==> config.mk <==
export PLATFORM = sky130hd
export DESIGN_NAME = edge_point_extract
export DESIGN_NICKNAME = d
export VERILOG_FILES = /design/src/rtl/hough_pkg.sv /design/src/rtl/edge_point_fifo.sv /design/src/rtl/edge_point_extract.sv
export SDC_FILE = /design/constraint.sdc
export NUM_CORES = 1
export LEC_CHECK = 0
export CORE_MARGIN = 2
export CORE_UTILIZATION = 55
export DETAILED_ROUTE_END_ITERATION = 8
export HOLD_SLACK_MARGIN = 0.02
export PLACE_DENSITY = 0.73
export SKIP_CTS_REPAIR_TIMING = 1
export SYNTH_ARGS = -nofsm -noshare
export SYNTH_HDL_FRONTEND = slang
export SYNTH_HIERARCHICAL = 1
export SYNTH_SLANG_ARGS = --single-unit
==> constraint.sdc <==
create_clock -name Clk -period 12.1 [get_ports Clk]
set_input_delay 1.21 -clock Clk [delete_from_list [all_inputs] [get_ports Clk]]
set_output_delay 1.21 -clock Clk [all_outputs]
set_load 0.005 [all_outputs]
==> src/rtl/hough_pkg.sv <==
// Shared types for the edge-point / Hough voting path: point record and helpers.
package hough_pkg;

    localparam int COORD_W = 8;
    localparam int POINT_W = 24;

    // One edge point as it travels from the extractor to the Hough voter.
    typedef struct packed {
        logic [COORD_W-1:0] x;
        logic [COORD_W-1:0] y;
        logic [7:0]         mag;
    } point_t;

    // Increment an 8-bit value, sticking at 255 instead of wrapping.
    function automatic logic [7:0] sat_inc8(input logic [7:0] v);
        logic [7:0] r;
        if (v == 8'hFF) begin
            r = v;
        end else begin
            r = v + 8'd1;
        end
        return r;
    endfunction

endpackage

==> src/rtl/edge_point_fifo.sv <==
// Synchronous first-word-fall-through FIFO of point records.
// The head entry is held in a register so data_o never glitches and keeps
// its last value while the FIFO is empty.
module edge_point_fifo
    import hough_pkg::*;
#(
    parameter int DEPTH = 16,
    parameter int AW    = 4
) (
    input  logic          clk_i,
    input  logic          rst_ni,
    input  logic          push_i,
    input  point_t        data_i,
    input  logic          pop_i,
    output point_t        data_o,
    output logic          empty_o,
    output logic          full_o,
    output logic [AW:0]   count_o
);

    localparam logic [AW:0]   FULL_CNT = (AW+1)'(DEPTH);
    localparam logic [AW:0]   ZERO_CNT = {(AW+1){1'b0}};
    localparam logic [AW:0]   ONE_CNT  = {{AW{1'b0}}, 1'b1};
    localparam logic [AW-1:0] PTR_ONE  = {{(AW-1){1'b0}}, 1'b1};

    point_t        mem_q [DEPTH];
    logic [AW-1:0] wr_ptr_q, wr_ptr_d;
    logic [AW-1:0] rd_ptr_q, rd_ptr_d;
    logic [AW:0]   count_q, count_d;
    logic [AW:0]   remain_s;
    point_t        head_q, head_d;
    logic          pop_ok_s;
    logic          push_ok_s;

    // Pop only a real entry; push into a full FIFO only when a pop frees a slot.
    always_comb begin
        pop_ok_s  = pop_i & (count_q != ZERO_CNT);
        push_ok_s = push_i & ((count_q != FULL_CNT) | pop_ok_s);
    end

    // Next pointers, occupancy and head-of-queue register contents.
    always_comb begin
        wr_ptr_d = wr_ptr_q;
        rd_ptr_d = rd_ptr_q;
        count_d  = count_q;
        head_d   = head_q;
        if (push_ok_s) begin
            wr_ptr_d = wr_ptr_q + PTR_ONE;
        end else begin
            wr_ptr_d = wr_ptr_q;
        end
        if (pop_ok_s) begin
            rd_ptr_d = rd_ptr_q + PTR_ONE;
        end else begin
            rd_ptr_d = rd_ptr_q;
        end
        case ({push_ok_s, pop_ok_s})
            2'b10:   count_d = count_q + ONE_CNT;
            2'b01:   count_d = count_q - ONE_CNT;
            default: count_d = count_q;
        endcase
        // Entries left after this cycle's pop, before this cycle's push.
        remain_s = count_q - {{AW{1'b0}}, pop_ok_s};
        if (count_d == ZERO_CNT) begin
            head_d = head_q;
        end else if (remain_s == ZERO_CNT) begin
            head_d = data_i;
        end else begin
            head_d = mem_q[rd_ptr_d];
        end
    end

    // Storage array; contents need no reset because occupancy guards every read.
    always_ff @(posedge clk_i) begin
        if (push_ok_s) begin
            mem_q[wr_ptr_q] <= data_i;
        end
    end

    // Pointer, count and head registers.
    always_ff @(posedge clk_i or negedge rst_ni) begin
        if (!rst_ni) begin
            wr_ptr_q <= {AW{1'b0}};
            rd_ptr_q <= {AW{1'b0}};
            count_q  <= ZERO_CNT;
            head_q   <= '{x: 8'd0, y: 8'd0, mag: 8'd0};
        end else begin
            wr_ptr_q <= wr_ptr_d;
            rd_ptr_q <= rd_ptr_d;
            count_q  <= count_d;
            head_q   <= head_d;
        end
    end

    assign data_o  = head_q;
    assign empty_o = (count_q == ZERO_CNT);
    assign full_o  = (count_q == FULL_CNT);
    assign count_o = count_q;

endmodule

==> src/rtl/edge_point_extract.sv <==
// Edge point extractor: tracks raster position of the edge-magnitude stream,
// thresholds it away from the image border and queues {x,y,mag} points for
// the Hough voter. The pixel stream is never stalled; points that find the
// queue full are dropped and counted per frame.
module edge_point_extract
    import hough_pkg::*;
#(
    parameter int DEPTH  = 16,
    parameter int AW     = 4,
    parameter int BORDER = 2
) (
    input  logic       Clk,
    input  logic       nReset,
    input  logic [7:0] PixelIn,
    input  logic       FrameIn,
    input  logic       LineIn,
    input  logic [7:0] Width,
    input  logic [7:0] Height,
    input  logic [7:0] Threshold,
    output logic [7:0] PointX,
    output logic [7:0] PointY,
    output logic [7:0] PointMag,
    output logic       PointValid,
    input  logic       PointReady,
    output logic       Overflow,
    output logic [7:0] DropCount
);

    localparam logic [8:0] BORDER9 = 9'(BORDER);

    logic [7:0] x_q, x_d;
    logic [7:0] y_q, y_d;
    logic       armed_q, armed_d;
    logic [7:0] cur_x_s, cur_y_s;
    logic       qual_s;

    point_t     s1_point_q;
    logic       s1_qual_q;
    logic       s1_frame_q;

    logic       ovf_q, ovf_d;
    logic [7:0] drop_cnt_q, drop_cnt_d;

    point_t     head_s;
    logic       empty_s;
    logic       full_s;
    logic [AW:0] count_s;
    logic       fifo_unused_s;
    logic       pop_s;
    logic       push_s;
    logic       drop_s;

    // Position of the pixel on the bus this cycle and the counters for the next one.
    always_comb begin
        cur_x_s = x_q;
        cur_y_s = y_q;
        x_d     = sat_inc8(x_q);
        y_d     = y_q;
        armed_d = armed_q;
        if (FrameIn) begin
            cur_x_s = 8'd0;
            cur_y_s = 8'd0;
            x_d     = 8'd1;
            y_d     = 8'd0;
            armed_d = 1'b1;
        end else if (LineIn) begin
            cur_x_s = 8'd0;
            cur_y_s = sat_inc8(y_q);
            x_d     = 8'd1;
            y_d     = sat_inc8(y_q);
        end else begin
            cur_x_s = x_q;
            cur_y_s = y_q;
        end
    end

    // A pixel qualifies when armed, strictly above threshold and inside the border window.
    // Bounds use x + BORDER < Width in 9 bits so tiny images never underflow.
    always_comb begin
        qual_s = armed_d
               & (PixelIn > Threshold)
               & ({1'b0, cur_x_s} >= BORDER9)
               & (({1'b0, cur_x_s} + BORDER9) < {1'b0, Width})
               & ({1'b0, cur_y_s} >= BORDER9)
               & (({1'b0, cur_y_s} + BORDER9) < {1'b0, Height});
    end

    // Raster counters and arming flag.
    always_ff @(posedge Clk or negedge nReset) begin
        if (!nReset) begin
            x_q     <= 8'd0;
            y_q     <= 8'd0;
            armed_q <= 1'b0;
        end else begin
            x_q     <= x_d;
            y_q     <= y_d;
            armed_q <= armed_d;
        end
    end

    // Stage 1: register the candidate point so the FIFO sees it one cycle later.
    always_ff @(posedge Clk or negedge nReset) begin
        if (!nReset) begin
            s1_point_q <= '{x: 8'd0, y: 8'd0, mag: 8'd0};
            s1_qual_q  <= 1'b0;
            s1_frame_q <= 1'b0;
        end else begin
            s1_point_q <= '{x: cur_x_s, y: cur_y_s, mag: PixelIn};
            s1_qual_q  <= qual_s;
            s1_frame_q <= FrameIn;
        end
    end

    // Handshake with the consumer and the drop decision for the stage-1 point.
    always_comb begin
        pop_s  = ~empty_s & PointReady;
        push_s = s1_qual_q & (~full_s | pop_s);
        drop_s = s1_qual_q & full_s & ~pop_s;
    end

    // Per-frame drop statistics; a frame start restarts them with this cycle's drop.
    always_comb begin
        ovf_d      = ovf_q;
        drop_cnt_d = drop_cnt_q;
        if (s1_frame_q) begin
            ovf_d      = drop_s;
            drop_cnt_d = {7'd0, drop_s};
        end else if (drop_s) begin
            ovf_d      = 1'b1;
            drop_cnt_d = sat_inc8(drop_cnt_q);
        end else begin
            ovf_d      = ovf_q;
            drop_cnt_d = drop_cnt_q;
        end
    end

    // Drop statistics registers.
    always_ff @(posedge Clk or negedge nReset) begin
        if (!nReset) begin
            ovf_q      <= 1'b0;
            drop_cnt_q <= 8'd0;
        end else begin
            ovf_q      <= ovf_d;
            drop_cnt_q <= drop_cnt_d;
        end
    end

    edge_point_fifo #(
        .DEPTH (DEPTH),
        .AW    (AW)
    ) u_fifo (
        .clk_i   (Clk),
        .rst_ni  (nReset),
        .push_i  (push_s),
        .data_i  (s1_point_q),
        .pop_i   (pop_s),
        .data_o  (head_s),
        .empty_o (empty_s),
        .full_o  (full_s),
        .count_o (count_s)
    );

    // Occupancy is exposed for the voter's reuse of the FIFO; not needed here.
    assign fifo_unused_s = ^count_s;

    assign PointX     = head_s.x;
    assign PointY     = head_s.y;
    assign PointMag   = head_s.mag;
    assign PointValid = ~empty_s;
    assign Overflow   = ovf_q;
    assign DropCount  = drop_cnt_q;

endmodule

After elaboration in Yosys (flattened, before gate mapping)
Memories as Yosys holds them, arrays and structs flattened.
Cells that the tools add are included.
{ "word_totals": {"ff_bits": 81, "latchBits": 0, "mem_bits_rw": 384, "mem_bits_ro": 0, "in_bits": 37, "out_inout_bits": 34, "wordCells": 81, "n_memories": 1} }
{ "mem_list": {"columns": ["name", "depth", "word_bits", "read_ports", "rd_clocked_by_memory_dff", "wr", "line", "text"], "rows": [
  ["u_fifo.mem_q", 16, 24, 1, 0, 1, "edge_point_fifo.sv:26", "point_t mem_q [DEPTH];"]
]} }
{ "classes": {"add_sub_neg": 10, "n_mul": 0, "div": 0, "n_lt_le_gt_ge": 5, "eq_ne": 9, "shifts": 0, "n_mux": 19, "bitwise_logic": 16, "reduce_logical": 6} }
{ "op_table": {"columns": ["cell", "n"], "rows": [
  ["2-to-1 mux 8 bit", 11],
  ["adder 8 x 1 -> 8 bit, second input constant", 3],
  ["== test 8 bit, second input constant", 3],
  ["2-to-1 mux 24 bit", 1],
  ["adder 8 x 2 -> 9 bit, second input constant", 2],
  ["less-than comparator 9 x 8 -> 1 bit", 2],
  ["greater-or-equal comparator 8 x 2 -> 1 bit, second input constant", 2],
  ["logical NOT 5 bit", 3],
  ["bitwise AND 1 bit", 11],
  ["case mux 5 bit (2 select lines)", 1],
  ["adder 4 x 1 -> 4 bit, second input constant", 2],
  ["greater-than comparator 8 bit", 1],
  ["adder 5 x 1 -> 5 bit, second input constant", 1],
  ["== test 5 bit, second input constant", 1],
  ["2-to-1 mux 1 bit", 5],
  ["!= test 5 bit, second input constant", 1],
  ["nonzero test 5 bit", 1],
  ["subtractor 5 x 1 -> 5 bit", 1],
  ["subtractor 5 x 1 -> 5 bit, second input constant", 1],
  ["2-to-1 mux 4 bit", 1],
  ["!= test 3 bit, second input constant", 1],
  ["inverter 1 bit", 3],
  ["== test 2 x 1 -> 1 bit, second input constant", 1],
  ["== test 2 bit, second input constant", 1],
  ["other kinds (4)", 5]
]} }

Longest topological paths before layout
{ "depth": {"ltp_word": 9, "mapped_depth": 16} }

Cells and area by module
Netlist, hierarchy kept.
{ "by_module_without_submodules": {"columns": ["mod", "instances", "cells_each", "area_per_inst_um2"], "rows": [
  ["edge_point_fifo", 1, 966, 19672.6],
  ["edge_point_extract", 1, 281, 2680.1]
]} }

Worst setup path before layout
OpenSTA, ideal clock, no wires.
{ "synth_timing": {"path_kind": "input -> register", "from": "input PointReady", "to": "memory u_fifo/mem_q[3][0] in the netlist's numbering, enable pin", "setup_time_ns": 0.435, "t_arrival_ns": 3.902, "required_ns": 11.665, "slack_ns": 7.763, "cell_stages": 7, "path_buffers": 2, "cell_sequence": "nand2b_1 -> a21boi_0 -> buf_4 -> o21a_1 -> clkbuf_1 -> nand2_1 -> nor3_1"} }
{ "synth_via": {"elab_chain_len": 6, "elab_cells_between_ends": 8, "classes_between": "mux (2); bitwise (6)"} }
{ "synth_lines": {"columns": ["element", "line", "text"], "rows": [
  ["start: declaration", "edge_point_extract.sv:24", "input logic PointReady,"],
  ["bitwise AND 1 bit", "edge_point_extract.sv:116", "pop_s = ~empty_s & PointReady;"],
  ["bitwise OR 1 bit", "edge_point_extract.sv:117", "push_s = s1_qual_q & (~full_s | pop_s);"],
  ["bitwise AND 1 bit", "edge_point_extract.sv:117", null],
  ["via push_s", "edge_point_extract.sv:50", "logic push_s;"],
  ["bitwise AND 1 bit", "edge_point_fifo.sv:38", "push_ok_s = push_i & ((count_q != FULL_CNT) | pop_ok_s);"],
  ["2-to-1 mux 1 bit", "edge_point_fifo.sv:75", "if (push_ok_s) begin"],
  ["2-to-1 mux 1 bit (not written as such)", "edge_point_fifo.sv:76", "mem_q[wr_ptr_q] <= data_i;"],
  ["end: declaration", "edge_point_fifo.sv:26", null]
]} }
The timed path passes the listed nets, and every way through them passes these cells.

Worst setup path after layout
{ "layout_timing": {"from": "register u_fifo.count_q[0], in the netlist u_fifo/count_o[0]", "to": "register u_fifo.head_q, in the netlist u_fifo/data_o[22]"} }
{ "layout_via": {"elab_chain_len": 9, "elab_cells_between_ends": 23, "classes_between": "add/sub (3); eq/ne (4); mux (3); bitwise (8); reduce/logical (4); memory (1)"} }
{ "layout_lines": {"columns": ["element", "line", "text"], "rows": [
  ["start: declaration", "edge_point_fifo.sv:29", "logic [AW:0] count_q, count_d;"],
  ["start signal: assignment", "edge_point_fifo.sv:90", "count_q <= count_d;"],
  ["logical NOT 5 bit (*)", "edge_point_fifo.sv:96", "assign empty_o = (count_q == ZERO_CNT);"],
  ["via empty_s", "edge_point_extract.sv:45", "logic empty_s;"],
  ["inverter 1 bit (*)", "edge_point_extract.sv:116", null],
  ["bitwise AND 1 bit (*)", "edge_point_extract.sv:116", null],
  ["bitwise OR 1 bit (*)", "edge_point_extract.sv:117", null],
  ["bitwise AND 1 bit (*)", "edge_point_extract.sv:117", null],
  ["via push_s", "edge_point_extract.sv:50", null],
  ["bitwise AND 1 bit (*)", "edge_point_fifo.sv:38", null],
  ["== test 2 x 1 -> 1 bit / == test 2 bit (equally long branches)", "edge_point_fifo.sv:57", "case ({push_ok_s, pop_ok_s})"],
  ["case mux 5 bit (2 select lines) (*)", "edge_point_fifo.sv:57", null],
  ["via u_fifo.count_d[4]", "edge_point_fifo.sv:29", null],
  ["logical NOT 5 bit (*)", "edge_point_fifo.sv:64", "if (count_d == ZERO_CNT) begin"],
  ["end signal: assignment", "edge_point_fifo.sv:86", "head_q <= '{x: 8'd0, y: 8'd0, mag: 8'd0};"],
  ["end: declaration", "edge_point_fifo.sv:31", "point_t head_q, head_d;"]
]} }
The timed path passes the listed nets; every way through them passes the cells marked *.
A chain may end at the register's enable or synchronous reset.

==> run_results.csv <==
group,metric,value,unit
global_routing,antenna_found_initial,2,
power,p_per_area,220,nW/um2
routing,first_pass_iters,7,
timing,rsz0062_at_grt,"false",
synth,synth_cell_types,71,
timing,final_hold_viol_count,0,
worst_setup_path,crit_arrival,5.17,ns
floorplan,initial_core_util,56.0,%
global_routing,grt.overflow.total,0,
clock_network,cts_buffers,47,
timing,worstMarginPinSlew,1.26,ns
worst_setup_path,path_class,"reg -> reg",
clock_network,cts_htree_levels,2,
timing,setup_viol,0,
worst_setup_path,crit_buf_inv,2,
timing,drv_slew,0,
final_layout,instances_no_fill,1875,
floorplan,dieArea,42300,um2
routing,drt-initial-drc-count,1200,
synth,synth_flop_cell,"edfxtp_1",
synth,yosys_warnings,6,
worst_setup_path,path_cells,"or3_4 > nor2_1 > nand2b_1 > a21boi_0 > buf_4 > nor2b_1 > o21a_4 > ha_1 > a211oi_1 > or3_1 > o22a_1 > o311ai_1 > nor4b_4 > buf_4 > mux2_2",
routing,ant_nets,0,
synth,syn_inst,1247,
synth,post-synth-top-count-cell,"edfxtp_1",
synth,async_reset_ff_share,17.4,%
worst_setup_path,critPathMaxFanout,24,
clock_network,tritoncts,"yes",
global_routing,grt_max_degree,64,
global_routing,grt_util_all_layers,26.7,%
routing,vias,12700,
floorplan,core_region_area,39900,um2
worst_setup_path,start_kind,"flip-flop",
clock_network,clock_sinks,465,
synth,ys_seq_elements,465,
timing,relSlewSlack,15.5,%
worst_setup_path,crit_top_cell,"buf_4",
final_layout,drive_gt1_share,29.3,%
floorplan,die_x,206,um
global_routing,grt_pass1_wl,81600,um
routing,wl,53600,um
synth,postSynthAreaPerCell,17.9,um2
worst_setup_path,path_delay_family,"simple AND/OR/NAND/NOR gates",
place,gp_congestion,0.834,
routing,via_per_inst,6.75,
worst_setup_path,crit_path_end_kind,"flip-flop",
final_layout,area_growth,12.7,%
synth,yosys-top-cells-count,"384 x edfxtp_1, 240 x mux4_2, 84 x nor3_1",
run_status,outcome,"finished clean",
clock_network,clk_path_buf_depth,3,
worst_setup_path,crit_required,12.56,ns
timing,finalCritPeriodShare,39.0,%
floorplan,io_pins,71,
final_layout,nets,1386,
floorplan,fp.dieH,206,um
routing,remaining_drc_errors,0,
synth,synth_nets,1321,
timing,fin_worst_skew,0.0273,ns
global_routing,grt_pass1_vias,13400,
place,dp_cells,1788,
place,port_buffers,70,
timing,fin_crit,4.71,ns
clock_network,clk_pin_slew_worst_paths,0.06,ns
synth,synth.top_cell.area_share,51.6,%
timing,fmax,212,MHz
min_path,hold_class,"reg -> reg",
worst_setup_path,cpPeakStageDelay,0.52,ns
floorplan,rows,73,
power,p_leak,0.00851,uW
run,maxCapViolCount,0,
synth,synth_edf_count,384,
clock_network,worstSkewPairLatency,0.60,ns
synth,ys_seq_area_share,60.7,%
worst_setup_path,crit_slowest_cell,"dfrtp_1",
timing,tns,0,ns
synth,netlist_area,22400,um2
power,ir_drop,0.171,mV
synth,ys_top_cells_by_area,"edfxtp_1 52%, mux4_2 24%, dfrtp_1 9.1%, ha_1 2.0%, nor3_1 1.9%",
place,dp_hpwl,30700,um
synth,synth.largest_area_cell,"edfxtp_1",
clock_network,ctsRootBufferMaster,"clkbuf_16",
routing,drt-wirelength-per-cell,28.6,um
-- power by group --
group	internal [uW]	switching, uW	leakage [uW]
clock	804	610	0.000722
sequential	1800	135	0.00459
combinational	1170	1030	0.00319
total	3770	1780	0.00851
-- metrics by stage --
stage	hold WS [ns]	setup slack, ns	util (%)	area (um2)	total power [uW]
2_1_floorplan	0.436	7.76	-	22400	3610
3_3_place_gp	0.455	7.22	59.4	23700	4140
3_5_place_dp	0.457	7.09	59.4	23700	4180
4_1_cts	0.480	7.22	63.1	25200	5600
5_1_grt	0.503	6.98	63.1	25200	5800
6_report	0.472	7.39	63.1	25200	5550
-- registers in the layout (all words and copies together) (netlist names), 4 cells and up --
signal,count
s1_point_q,24
u_fifo/rd_ptr_q,4
u_fifo/count_o,5
u_fifo/data_o,24
u_fifo/mem_q,384
x_q,8
DropCount,8
u_fifo/wr_ptr_q,4
-- area by class of cell --
type | count | area (um2)
fillers | 2782 | 14700
diodes | 1 | 2.50
inverters | 42 | 158
flip-flops and latches | 465 | 13600
clock inverters | 27 | 234
well taps | 525 | 657
repair buffers | 96 | 893
clock buffers | 59 | 1260
multi-input cells | 660 | 8420
-- cells in the final DEF, fill, tap and decap left out, types with 5 or more instances in the layout --
cell | netlist | routed
nand2b_1 | 7 | 7
mux2_1 | 6 | 6
xnor2_1 | 18 | 18
a21oi_1 | 11 | 11
nand3_1 | 15 | 15
clkbuf_16 | 0 | 47
clkbuf_1 | 43 | 8
clkdlybuf4s50_1 | 0 | 69
buf_4 | 1 | 27
clkinv_1 | 0 | 10
inv_1 | 41 | 41
nor2_1 | 65 | 53
mux2_2 | 20 | 20
nand4_1 | 8 | 8
nor2b_1 | 5 | 5
xor2_1 | 14 | 12
mux4_2 | 240 | 240
o211ai_1 | 9 | 9
clkinv_2 | 0 | 7
edfxtp_1 | 384 | 384
nand2_1 | 29 | 29
dfrtp_1 | 81 | 78
nor3_1 | 84 | 80
nor2_4 | 1 | 9
ha_1 | 36 | 35
o21ai_0 | 13 | 13
and2_1 | 8 | 8
-- cell families (layout without fill, tap and decap cells) --
| family | count (synthesis) | after routing | share of synthesized area, % |
|---|---|---|---|
| DFF | 465 | 465 | 60.7 |
| muxes | 269 | 269 | 25.6 |
| and+or+nand+nor | 251 | 251 | 5.72 |
| buffers and inverters | 122 | 224 | 2.31 |
| AOI/OAI and AO/OA | 71 | 71 | 2.33 |
| adders and majority gates | 37 | 37 | 2.10 |
| xor gates and xnor gates | 32 | 32 | 1.25 |
| other | 0 | 1 | 0 |
-- routing by layer --
layer / part of all wire (%) / GRT usage (%) / wire length [um]
met1: 38 / 35.6 / 20200
met2: 51 / 45.1 / 27300
met3: 8.7 / 4.62 / 4640
met4: 2.8 / 8.92 / 1490
met5: 0 / 0 / 0
-- path summary, 6_finish.rpt --
kind                                       to              start  depth (start not counted)  slack (ns)
setup / recovery            u_fifo/data_o[22]  u_fifo/count_o[0]                         15        7.39
hold / removal                        armed_q            armed_q                          1        0.47
setup reg to reg            u_fifo/data_o[22]  u_fifo/count_o[0]                         15        7.39
hold reg to reg                       armed_q            armed_q                          1        0.47
max in group asynchronous  u_fifo/rd_ptr_q[1]             nReset                          2       10.34
min in group asynchronous       s1_point_q[7]             nReset                          1        0.53
No activity file was read; power rests on OpenSTA's default activity.
